### src/rtl/mul_issue_pkg.sv
// Shared definitions for the multiply issue unit.
// Holds the FSM state encoding, the RV32M decode constants for the
// multiply family and the default multiplier latency.
package mul_issue_pkg;

   typedef enum logic [1:0] {
      ST_IDLE = 2'd0,
      ST_RUN  = 2'd1,
      ST_DONE = 2'd2
   } mul_state_e;

   localparam logic [6:0] OPCODE_OP     = 7'b0110011;
   localparam logic [6:0] FUNCT7_MULDIV = 7'b0000001;

   localparam logic [2:0] F3_MUL    = 3'b000;
   localparam logic [2:0] F3_MULH   = 3'b001;
   localparam logic [2:0] F3_MULHSU = 3'b010;
   localparam logic [2:0] F3_MULHU  = 3'b011;

   localparam int MUL_LATENCY_DEFAULT = 3;

endpackage

### src/rtl/mul_issue_unit.sv
// Multiply issue unit: detects MUL/MULH/MULHSU/MULHU in ID/EX, latches the
// operands, drives an external pipelined multiplier for LATENCY enabled
// edges, then presents the product to EX/MEM with a valid/ready handshake.
//
// Ports
//   clk, reset                        clock, async active-high reset
//   in_valid/opcode/funct7/funct3     ID/EX instruction fields
//   in_rs1_val, in_rs2_val, in_rd     forwarded operands and destination
//   flush                             abandon any in-flight operation
//   mul_ce, mul_a, mul_b, mul_funct3  multiplier enable, operands, op select
//   mul_result                        multiplier product
//   stall                             freeze IF/ID and ID/EX
//   out_valid, out_result, out_rd     completed result
//   out_ready                         downstream accepts the result
//   busy                              unit not idle
//
// state | meaning
// IDLE  | waiting for an acceptable multiply
// RUN   | multiplier enabled, counting down to capture
// DONE  | result held until out_ready
module mul_issue_unit
   import mul_issue_pkg::*;
#(
   parameter int LATENCY = MUL_LATENCY_DEFAULT
) (
   input  logic        clk,
   input  logic        reset,
   input  logic        in_valid,
   input  logic [6:0]  in_opcode,
   input  logic [6:0]  in_funct7,
   input  logic [2:0]  in_funct3,
   input  logic [31:0] in_rs1_val,
   input  logic [31:0] in_rs2_val,
   input  logic [4:0]  in_rd,
   input  logic        flush,
   output logic        mul_ce,
   output logic [31:0] mul_a,
   output logic [31:0] mul_b,
   output logic [2:0]  mul_funct3,
   input  logic [31:0] mul_result,
   output logic        stall,
   output logic        out_valid,
   output logic [31:0] out_result,
   output logic [4:0]  out_rd,
   input  logic        out_ready,
   output logic        busy
);

   localparam int            CW       = $clog2(LATENCY + 1);
   localparam logic [CW-1:0] CNT_LOAD = CW'(LATENCY);

   mul_state_e    state_q, state_d;
   logic [CW-1:0] cnt_q, cnt_d;
   logic [31:0]   a_q, a_d, b_q, b_d, res_q, res_d;
   logic [2:0]    f3_q, f3_d;
   logic [4:0]    rd_q, rd_d;

   logic is_mul, acc_ok, load, capture;

   // Writes to x0 are architecturally dead, so they never occupy the unit.
   assign is_mul = in_valid && (in_opcode == OPCODE_OP) &&
                   (in_funct7 == FUNCT7_MULDIV) && !in_funct3[2];
   assign acc_ok = is_mul && (in_rd != 5'd0);

   always_ff @(posedge clk or posedge reset) begin
      if (reset) state_q <= ST_IDLE;
      else       state_q <= state_d;
   end

   always_comb begin
      state_d = state_q;
      if (flush) begin
         state_d = ST_IDLE;
      end else begin
         case (state_q)
            ST_IDLE: if (acc_ok) state_d = ST_RUN;
            ST_RUN:  if (cnt_q == '0) state_d = ST_DONE;
            ST_DONE: if (out_ready) state_d = acc_ok ? ST_RUN : ST_IDLE;
            default: state_d = ST_IDLE;
         endcase
      end
   end

   always_comb begin
      mul_ce    = 1'b0;
      busy      = 1'b0;
      out_valid = 1'b0;
      stall     = 1'b0;
      load      = 1'b0;
      capture   = 1'b0;
      case (state_q)
         ST_IDLE: begin
            stall = acc_ok;
            load  = acc_ok && !flush;
         end
         ST_RUN: begin
            mul_ce  = 1'b1;
            busy    = 1'b1;
            stall   = 1'b1;
            capture = (cnt_q == '0) && !flush;
         end
         ST_DONE: begin
            busy      = 1'b1;
            out_valid = 1'b1;
            stall     = !out_ready;
            load      = out_ready && acc_ok && !flush;
         end
         default: ;
      endcase
   end

   always_comb begin
      cnt_d = cnt_q;
      a_d   = a_q;
      b_d   = b_q;
      f3_d  = f3_q;
      rd_d  = rd_q;
      res_d = res_q;
      if (flush) begin
         cnt_d = '0;
      end else if (load) begin
         cnt_d = CNT_LOAD;
         a_d   = in_rs1_val;
         b_d   = in_rs2_val;
         f3_d  = in_funct3;
         rd_d  = in_rd;
      end else if ((state_q == ST_RUN) && (cnt_q != '0)) begin
         cnt_d = cnt_q - CW'(1);
      end
      if (capture) res_d = mul_result;
   end

   always_ff @(posedge clk or posedge reset) begin
      if (reset) begin
         cnt_q <= '0;
         a_q   <= '0;
         b_q   <= '0;
         f3_q  <= '0;
         rd_q  <= '0;
         res_q <= '0;
      end else begin
         cnt_q <= cnt_d;
         a_q   <= a_d;
         b_q   <= b_d;
         f3_q  <= f3_d;
         rd_q  <= rd_d;
         res_q <= res_d;
      end
   end

   assign mul_a      = a_q;
   assign mul_b      = b_q;
   assign mul_funct3 = f3_q;
   assign out_result = res_q;
   assign out_rd     = rd_q;

endmodule

### config.mk
export PLATFORM = sky130hd
export DESIGN_NAME = mul_issue_unit
export DESIGN_NICKNAME = d
export VERILOG_FILES = /design/src/rtl/mul_issue_pkg.sv /design/src/rtl/mul_issue_unit.sv
export SDC_FILE = /design/constraint.sdc
export NUM_CORES = 1
export LEC_CHECK = 0
export CORE_UTILIZATION = 43
export DETAILED_ROUTE_END_ITERATION = 10
export HOLD_SLACK_MARGIN = 0.12
export PLACE_DENSITY = 0.88
export REMOVE_ABC_BUFFERS = 1
export SYNTH_ARGS = -nofsm -noshare
export SYNTH_HDL_FRONTEND = slang
export SYNTH_SLANG_ARGS = --single-unit
export TNS_END_PERCENT = 1
### constraint.sdc
create_clock -name clk -period 6.05 [get_ports clk]
set_clock_uncertainty 0.15 [all_clocks]
set_input_delay 0.605 -clock clk [delete_from_list [all_inputs] [get_ports clk]]
set_output_delay 0.605 -clock clk [all_outputs]
set_load 0.01 [all_outputs]
== Yosys cells after proc, flatten, opt, wreduce, memory -nomap -nowiden ==
Index checks and enable logic that the tools add are counted.

* Equal/unequal tests: 7
* Mux-type cells: 15
* Reductions and logical operators: 20
* Bitwise logic cells: 1
* Add/subtract/negate cells: 1

{| class="wikitable"
|+ Operator list
! cell !! number
|-
| $mux W2 || 7
|-
| $logic_and A1 B1 Y1 || 9
|-
| $ne A3 B3 Y1 const B || 3
|-
| $eq A7 B1 Y1 const B || 1
|-
| $eq A7 B6 Y1 const B || 1
|-
| $pmux W2 S3 || 1
|-
| $mux W1 || 5
|-
| $reduce_bool A5 Y1 || 1
|-
| $logic_not A2 Y1 || 2
|-
| $logic_not A1 Y1 || 3
|-
| $pmux W1 S3 || 1
|-
| $reduce_and A3 Y1 || 1
|-
| $reduce_bool A3 Y1 || 1
|-
| $eq A2 B1 Y1 const B || 1
|-
| $eq A2 B2 Y1 const B || 1
|-
| $pmux W1 S2 || 1
|-
| $reduce_and A2 Y1 || 1
|-
| $reduce_bool A2 Y1 || 1
|-
| $reduce_or A2 Y1 || 1
|-
| $sub A2 B1 Y2 const B || 1
|-
| $not A1 Y1 || 1
|}

* Register bits: 108
* Input bits: 123

== Depth between registers and ports, before layout ==
Gate-level depths: netlist of run 1.

* Depth in word-level cells: 10
* Mapped depth: 7
* Mapped depth without buffers: 6

== Worst setup path before layout of run 1 ==
Ideal clock, no wire load.

* Kind: input to output
* From: input port in_rd[1]
* To: output port stall
* Required time: 5.295 ns
* Path slack: 3.533 ns
* Arrival time: 1.762 ns
* Buffers on the path: 0
* Cell stages on the path: 4
* Path through: or4_1 > o211a_1 > a311oi_1 > nor2_1

* Longest elaborated chain between the ends: 3

{| class="wikitable"
|+ Ends and longest elaborated chain
! element !! RTL line !! source
|-
| from (decl) || mul_issue_unit.sv:34 || <nowiki>input logic [4:0] in_rd,</nowiki>
|-
| $reduce_bool A5 Y1 || mul_issue_unit.sv:63 || <nowiki>assign acc_ok = is_mul && (in_rd != 5'd0);</nowiki>
|-
| $logic_and A1 B1 Y1 || mul_issue_unit.sv:63 ||
|-
| $pmux W1 S3 || mul_issue_unit.sv:91 || <nowiki>case (state_q)</nowiki>
|-
| to (decl) || mul_issue_unit.sv:41 || <nowiki>output logic stall,</nowiki>
|}

No other way between the ends.

== Final worst setup path of run 1 ==
Same ends and word-level chain as after synthesis.

==> run metrics, run 1 <==
Setup TNS=0 ns; RSZ-0062 raised after global routing=no; antenna viol nets, final=0; pin count of the biggest net entering global routing=slightly below 60; buffer count from post-CTS setup fixing=0; area fraction in compound gates after synthesis=under 10%; post-cts resize count=0; CTS sink cnt=roughly 110; Clk Latency, worst-skew pair=approximately 0.34 ns; Synth Area in Adders=under 10%; Final Cell Area=around 7200 sq um; Post-Synth Simple-Gate Area=between 3 and 4%; DP Wirelength=about 8.4 mm; max-cap check violation count=0; Antenna diodes=0; min cycle time layout=between 3 and 4 ns; Residual DRC=0; Final nets=~630; initial core utilization=approximately 44%; WP buf/inv=2; multiplexer share of the synthesized area=roughly a third; endpoints failing hold=0; DIE WIDTH=approximately 110 microns; starting DRC count in detailed routing=96; CP Class=input port to primary output; die height=105 microns; CP max stage delay=roughly 0.57 ns; final WL=between 10 and 15 mm; Syn. warnings=0; Placed Area=6950 sq um; Synth cell types=33; number of flops mapped to enable cells by yosys=0; number of global-route vias before repair=between 3000 and 4000; crit-path max FO=3; Most Frequent Cell on Critical Path=clkdlybuf4s50_1; syn_area_per_cell=approximately 17 sq um; status=completed; Cells after Synth=264; Yosys reg bits=108; Final Core Density=between 60% and 70%; IO buf count=230; Post-synth top cells=dfrtp_1 (108), mux2_4 (69), mux2_2 (34); CP endpoint kind=primary output; register area share after synthesis=around 60%; IR drop worst, VDD=0.130 mV; top-area cell type share of the netlist area=roughly three fifths; prevailing post-synth register cell=dfrtp_1; Num CTS Buffers=9; Synth area leader=dfrtp_1; gr usage total=20.3%; vias per cell=about 4.8; layout cells sized above 1=approximately 25%; Top Family by Delay on Critical Path=buffers and inverters; final worst path period share=57.5%; initial antenna violation count=0; clk buf depth=2; ranking of synthesized cells by area=dfrtp_1 (59%), mux2_4 (23%), mux2_2 (8.4%); Final Wtd Congestion=between 0.7 and 0.8; DR WL/cell=17.1 microns; global-route wire length before repair=about 17 mm; total number of vias=between 3000 and 4000; count leader, synth=dfrtp_1; area grow syn2layout=56.7%; Final Max Tran Viols=0; P_leak=3.45 nW; cell chain of the critical path=clkdlybuf4s50_1 -> or4_1 -> o211a_1 -> a311oi_1 -> nor2_1 -> clkdlybuf4s50_1; H-tree levels=3; normalized max-slew margin=a little over a third; pwr dens=179 nW/um^2; Congestion Overflow GR=0; Least-Margin Pin Slew=about 0.96 ns; Critical-path top delay cell=or4_1; critical path data arrival time=~2.7 ns; clk slew on worst S/H paths=~0.1 ns; fmax=~0.29 GHz; I/O Pins=231; crit start category=input port; mapped cell area=around 4600 sq um; core box area=10300 sq um; critical path required time=roughly 5.3 ns; TritonRoute pass-1 iters=4; hold buffers post-CTS=0; largest family of logic cells by synthesized area=multiplexers; root buf cell=clkbuf_8; Final setup viols=0; row count=37; XOR/XNOR share of the synthesized area=0.192%; HP Class=register to register; CTS tree=yes; die area=11000 sq um; Synth async-reset ratio=100%
-- worst paths after layout --
path,start,end,slack (ns),cells after the start
min in group asynchronous,reset,out_result[27],0.53,2
worst max-delay path,in_rd[1],stall,2.57,6
worst min-delay path,mul_funct3[2],mul_funct3[2],0.35,1
worst max register to register,state_q[0],mul_a[10],3.05,7
max in group asynchronous,reset,mul_b[15],4.05,3
worst min register to register,mul_funct3[2],mul_funct3[2],0.35,1
-- layer usage --
layer  share of wire [%]  vias to the layer above  global-route usage (%)  wire length [microns]
met4                 1.5                        0                    7.14                    159
met2                  51                      149                    35.5                   5610
li1                    -                     1399                       -                      -
met3                 6.4                       12                    5.43                    695
met5                   0                        -                       0                      0
met1                  41                     1499                    24.0                   4480
-- where the power goes --
group          internal [W]  switching (W)
sequential         0.000722    0.000000144
clock              0.000203       0.000256
combinational     0.0000719      0.0000288
total              0.000996       0.000285
-- state kept, by name, indices dropped and copies added (netlist names) --
signal,count
out_result,32
state_q,2
mul_a,32
cnt_q,2
out_rd,5
mul_funct3,3
mul_b,32
-- metrics by stage --
step           power, W  hold slack (ns)  instances  setup slack (ns)
5_1_grt         0.00133            0.382        639              2.51
3_3_place_gp   0.000836            0.318        623              2.34
6_report        0.00128            0.350        639              2.57
2_1_floorplan  0.000751            0.374        254              2.45
3_5_place_dp   0.000838            0.328        623              2.24
4_1_cts         0.00130            0.352        639              2.58
-- cell type report --
cell class | instances | area [sq um]
well taps | 136 | 170
multi-input cells | 140 | 1730
inverters | 6 | 25.0
fillers | 715 | 3160
clock buffers | 9 | 124
flip-flops and latches | 108 | 2700
clock inverters | 7 | 88.8
repair buffers | 233 | 2320
-- logic make-up (layout without fill, tap and decap cells) --
logic type	after synthesis	count (layout)
flops	108	108
compound gates	9	9
xor+xnor	1	1
mux	105	105
simple gates	19	19
buf+inv	16	255
fa+ha+maj	6	6
-- placed cells by master (no fill, tap or decap) --
cell	n
a21oi_1	2
a311oi_1	1
and2_1	1
and2b_2	1
and4bb_2	1
buf_4	3
bufinv_16	1
clkbuf_8	9
clkdlybuf4s50_1	230
clkinv_4	1
clkinvlp_4	1
dfrtp_1	108
ha_1	6
inv_1	5
inv_4	1
inv_6	1
inv_8	3
mux2_2	34
mux2_4	69
mux2i_1	2
nand2_1	3
nand3_1	1
nand3_4	1
nand3b_1	1
nand4b_1	1
nor2_1	2
nor2_4	1
nor2b_1	1
nor4_1	1
o2111ai_1	1
o211a_1	1
o211ai_1	1
o21ai_0	1
o21ai_1	1
o41ai_1	1
or3_1	1
or4_1	2
or4b_4	1
xnor2_1	1
Power figures use the tool's default switching activity.
==> run 2: changes to the inputs <==
Settings changed: CORE_UTILIZATION 43 to 40, PLACE_DENSITY 0.88 to 0.83.
Clock period 6.05 ns to 3.2 ns, I/O delays scaled along.
==> run 2 against run 1 <==
  * First-iteration DRC count increased by 9.4%
  * Register-to-register slack got worse by 2.1 ns
  * Hold slack got worse by 0.085 ns
  * Power increased by 110%
  * Global-route usage decreased by 1.7 points
  * Utilization decreased by 2.7 points
  * Final cell count increased by 0.94%
  * Critical endpoint unchanged
  * Largest power group unchanged
==> run metrics, run 2 (synthesized netlist as in run 1, its figures left out) <==
initial antenna violation count=1; normalized max-slew margin=59.3%; root buf cell=clkbuf_16; Final nets=around 630; endpoints failing hold=0; Switch Pwr=~0.00052 W; post-cts resize count=0; Placed Area=around 7000 sq um; Pint=around 0.0022 W; layout cells sized above 1=about 25%; vias per cell=4.72; row count=38; total power=approximately 0.0027 W; CP Class=input port to primary output; starting DRC count in detailed routing=about 110; Num CTS Buffers=9; final worst path period share=approximately 91%; area grow syn2layout=60.2%; HP Class=input port to async pin; status=completed; gr usage total=18.6%; WP buf/inv=2; buffer count from post-CTS setup fixing=0; Top Family by Delay on Critical Path=buffers and inverters; H-tree levels=3; final WL=about 11 mm; crit start category=input port; IR drop worst, VDD=between 0.2 and 0.25 mV; Final Core Density=between 60 and 70%; Final Cell Area=between 7000 and 8000 sq um; Cells after DPL=roughly 630; CTS tree=yes; Clk pwr share=a little over two fifths; P_leak=between 3 and 4 nW; Final Wtd Congestion=~0.76; Final Max Tran Viols=0; CP endpoint kind=primary output; r2r setup slk=roughly 0.99 ns; max-cap check violation count=0; Congestion Overflow GR=0; crit-path max FO=3; Final setup viols=0; Final Non-Filler Cells=roughly 650; hold buffers post-CTS=0; sw frac=a little under a fifth; fmax=about 0.35 GHz; global-route wire length before repair=approximately 17 mm; Least-Margin Pin Slew=about 0.61 ns; die area=11900 sq um; DP Wirelength=around 8.1 mm; DR WL/cell=about 17 microns; core box area=11000 sq um; Most Frequent Cell on Critical Path=clkdlybuf4s50_1; most common cell after layout, fill and taps aside=clkdlybuf4s50_1; die height=109 microns; Critical-path top delay cell=or4_1; I/O Pins=231; RSZ-0062 raised after global routing=no; number of global-route vias before repair=roughly 3200; CP max stage delay=approximately 0.56 ns; DIE WIDTH=around 110 microns; antenna viol nets, final=0; Residual DRC=0; initial core utilization=between 40% and 50%; cell chain of the critical path=clkdlybuf4s50_1 -> or4_1 -> o211a_1 -> a311oi_1 -> nor2_1 -> clkdlybuf4s50_1; pin count of the biggest net entering global routing=slightly above 60; Gate power share=7.0%; clk slew on worst S/H paths=0.06 ns; TritonRoute pass-1 iters=4; highest-count cells in the layout ignoring fill and taps=clkdlybuf4s50_1 (230), dfrtp_1 (108), mux2_4 (69), mux2_2 (34), clkbuf_16 (9); pwr dens=373 nW/um^2; Setup TNS=0 ns; IO buf count=230; critical path required time=2.73 ns; CTS sink cnt=108; critical path data arrival time=around 2.4 ns; total number of vias=slightly above 3000; min cycle time layout=around 2.9 ns; Clk Latency, worst-skew pair=between 0.3 and 0.4 ns; clk buf depth=2; Flop pwr share=50.0%
-- run 2: changes by cell type in the layout (fill, tap and decap cells not counted), sizes merged --
cell    delta
inv        -4
clkbuf     +3
bufinv     +1
diode      +1
buf        +1
-- run 2: power by group through the flow --
stage	sequential, W	combinational, W	clock [W]
after floorplan	0.00139	0.0000275	0
after global placement	0.00139	0.000191	0
after detailed placement	0.00139	0.000195	0
after CTS	0.00136	0.000196	0.00121
after global routing	0.00136	0.000206	0.00126
final	0.00137	0.000192	0.00117
-- run 2: routing by layer --
metal  GRT usage (%)  up-vias  routed length [microns]
met2            31.3      154                     5350
li1                -     1399                        -
met3            4.84       13                      965
met1            22.6     1477                     4300
met5               0        -                        0
met4            7.72        0                      194
-- run 2: final timing paths --
check                                   start  cells past startpoint              to
worst max-delay path                 in_rd[1]                      6           stall
worst min-delay path                    reset                      2  out_result[18]
worst max register to register     state_q[0]                      7        mul_a[1]
worst min register to register  mul_funct3[2]                      1   mul_funct3[2]
max in group asynchronous               reset                      3  out_result[15]
min in group clk                mul_funct3[2]                      1   mul_funct3[2]
-- run 2: final cells by class --
cell class	instances	area, sq um
diodes	1	2.50
clock buffers	12	246
clock inverters	4	72.6
fillers	780	3660
inverters	6	25.0
multi-input cells	140	1730
flip-flops and latches	108	2700
well taps	140	175
repair buffers	234	2370
-- run 2: per-stage QoR --
step / hold slack, ns / setup WS (ns)
global route: 0.329 / 0.191
detailed placement: 0.336 / 0.304
global placement: 0.326 / 0.331
CTS: 0.290 / 0.307
floorplan: 0.233 / -0.116
finish: 0.265 / 0.302
==> run 3: changes to the inputs <==
Settings changed: GPL_TIMING_DRIVEN from default to 0.
==> run 3 against run 2 <==
  * Sequential share of layout area grew 0.24 points
  * Maximum frequency shrank 1.8%
  * Flip-flop and latch count unchanged
  * Utilization fell by 0.43 points
  * Routed wire length is 1.2% higher
  * Non-clock buffer count is 2 lower
  * Combinational power hardly changed
  * Die area is the same
  * Register-to-register slack worse by 0.43 ns
  * Clock power decreased by 11%
  * Final cell count shrank 0.47%
  * Highest routed layer unchanged
  * Global-route usage down 0.22 points
==> run metrics, run 3 (synthesized netlist as in run 1, its figures left out) <==
crit start category=input port; final WL=between 10 and 15 mm; r2r setup slk=~0.56 ns; DIE WIDTH=around 110 microns; layer with the highest usage=met2; Final setup viols=0; met2 usage=31.3%; buffer count from post-CTS setup fixing=0; global-route wire length before repair=roughly 16 mm; highest-count cells in the layout ignoring fill and taps=clkdlybuf4s50_1 (230), dfrtp_1 (108), mux2_4 (69), mux2_2 (34), clkbuf_16 (9); antenna viol nets, final=0; most common cell after layout, fill and taps aside=clkdlybuf4s50_1; IO buf count=between 200 and 250; die area=between 10000 and 15000 sq um; CP max stage delay=approximately 0.55 ns; max-cap check violation count=0; TritonRoute pass-1 iters=4; I/O Pins=approximately 230; DP Wirelength=roughly 8.2 mm; met1 Use GR=between 20 and 25%; pwr dens=357 nW/um^2; area grow syn2layout=59.2%; Most Frequent Cell on Critical Path=clkdlybuf4s50_1; Final nets=around 630; Final Core Density=between 60% and 70%; total power=between 0.002 and 0.003 W; Clk Latency, worst-skew pair=0.33 ns; fmax=0.339 GHz; worst-case reg-to-reg path depth=7; row count=38; worst setup path end=stall; final worst path period share=around 92%; normalized max-slew margin=a little under half; number of global-route vias before repair=between 3000 and 4000; reg2reg end=mul_a[14]; CP Class=input port to primary output; Top Family by Delay on Critical Path=buffers and inverters; DR WL/cell=around 17 microns; Final Max Tran Viols=0; starting DRC count in detailed routing=108; crit path from=in_rd[0]; Final Wtd Congestion=between 0.7 and 0.8; initial core utilization=between 40% and 50%; Antenna diodes=0; FF-to-FF Start=state_q[0]; final worst slack=0.248 ns; vias per cell=roughly 4.8; grt met3 use=under 10%; Residual DRC=0; initial antenna violation count=0; post-cts resize count=0; root buf cell=clkbuf_16; gr usage total=between 15 and 20%; clk buf depth=2; Least-Margin Pin Slew=0.798 ns; pre-CTS WS=0.0492 ns; CTS sink cnt=around 110; IR drop worst, VDD=0.231 mV; RSZ-0062 raised after global routing=no; status=completed; critical path data arrival time=2.48 ns; CTS tree=yes; layout cells sized above 1=around a quarter; die height=109 microns; HP Class=input port to async pin; critical path required time=2.73 ns; min cycle time layout=2.95 ns; CP endpoint kind=primary output; total number of vias=about 3100; WP buf/inv=2; Congestion Overflow GR=0; Critical-path top delay cell=or4_1; pin count of the biggest net entering global routing=64; clk slew on worst S/H paths=approximately 0.060 ns; hold buffers post-CTS=0; Cells after DPL=about 630; crit-path max FO=3; endpoints failing hold=0; cell chain of the critical path=clkdlybuf4s50_1 -> or4_1 -> o211a_1 -> a311oi_1 -> nor2_1 -> clkdlybuf4s50_1; Levels on crit path=6; Num CTS Buffers=9; Final Non-Filler Cells=642; P_leak=between 3 and 4 nW; core box area=about 11000 sq um; H-tree levels=3
run 3: worst min path at each step:
stage	slack, ns	end	from
4_1_cts	0.28	out_result[17]	reset
2_1_floorplan	0.23	cnt_q[0]	flush
5_1_grt	0.32	out_result[12]	reset
3_5_place_dp	0.33	mul_funct3[2]	mul_funct3[2]
3_3_place_gp	0.32	mul_funct3[2]	mul_funct3[2]
6_report	0.26	out_result[12]	reset
run 3: metrics by stage:
stage | cell area [sq um] | hold slack, ns | TNS (ns)
CTS | 7270 | 0.279 | 0
global placement | 6930 | 0.323 | -184.98
floorplan | 4460 | 0.233 | -12.48
detailed placement | 6990 | 0.333 | 0
finish | 7280 | 0.262 | 0
global route | 7280 | 0.324 | 0
run 3: worst reg2reg max path, delay by kind of cell (launching register included):
family | cells | cell delay [ns]
flops | 1 | 0.42
mux | 2 | 0.53
buf+inv | 2 | 0.52
fa+ha+maj | 1 | 0.24
simple gates | 2 | 0.68
run 3: per-layer routing:
layer / vias to the layer above / wire (microns)
met2: 156 / 5430
met3: 9 / 1030
li1: 1404 / -
met5: - / 0
met4: 0 / 128
met1: 1511 / 4360
run 3: power breakdown:
part	switching [W]	total (W)	internal (W)
clock	0.000472	0.00104	0.000572
sequential	0.000000259	0.00136	0.00136
combinational	0.0000540	0.000193	0.000139
run 3: cell type report:
| cell class | instances | area (sq um) |
|---|---|---|
| Inverter | 6 | 25.0 |
| Sequential cell | 108 | 2700 |
| Multi-Input combinational cell | 140 | 1740 |
| Fill cell | 783 | 3710 |
| Timing Repair Buffer | 232 | 2360 |
| Clock buffer | 13 | 260 |
| Tap cell | 140 | 175 |
| Clock inverter | 3 | 21.3 |
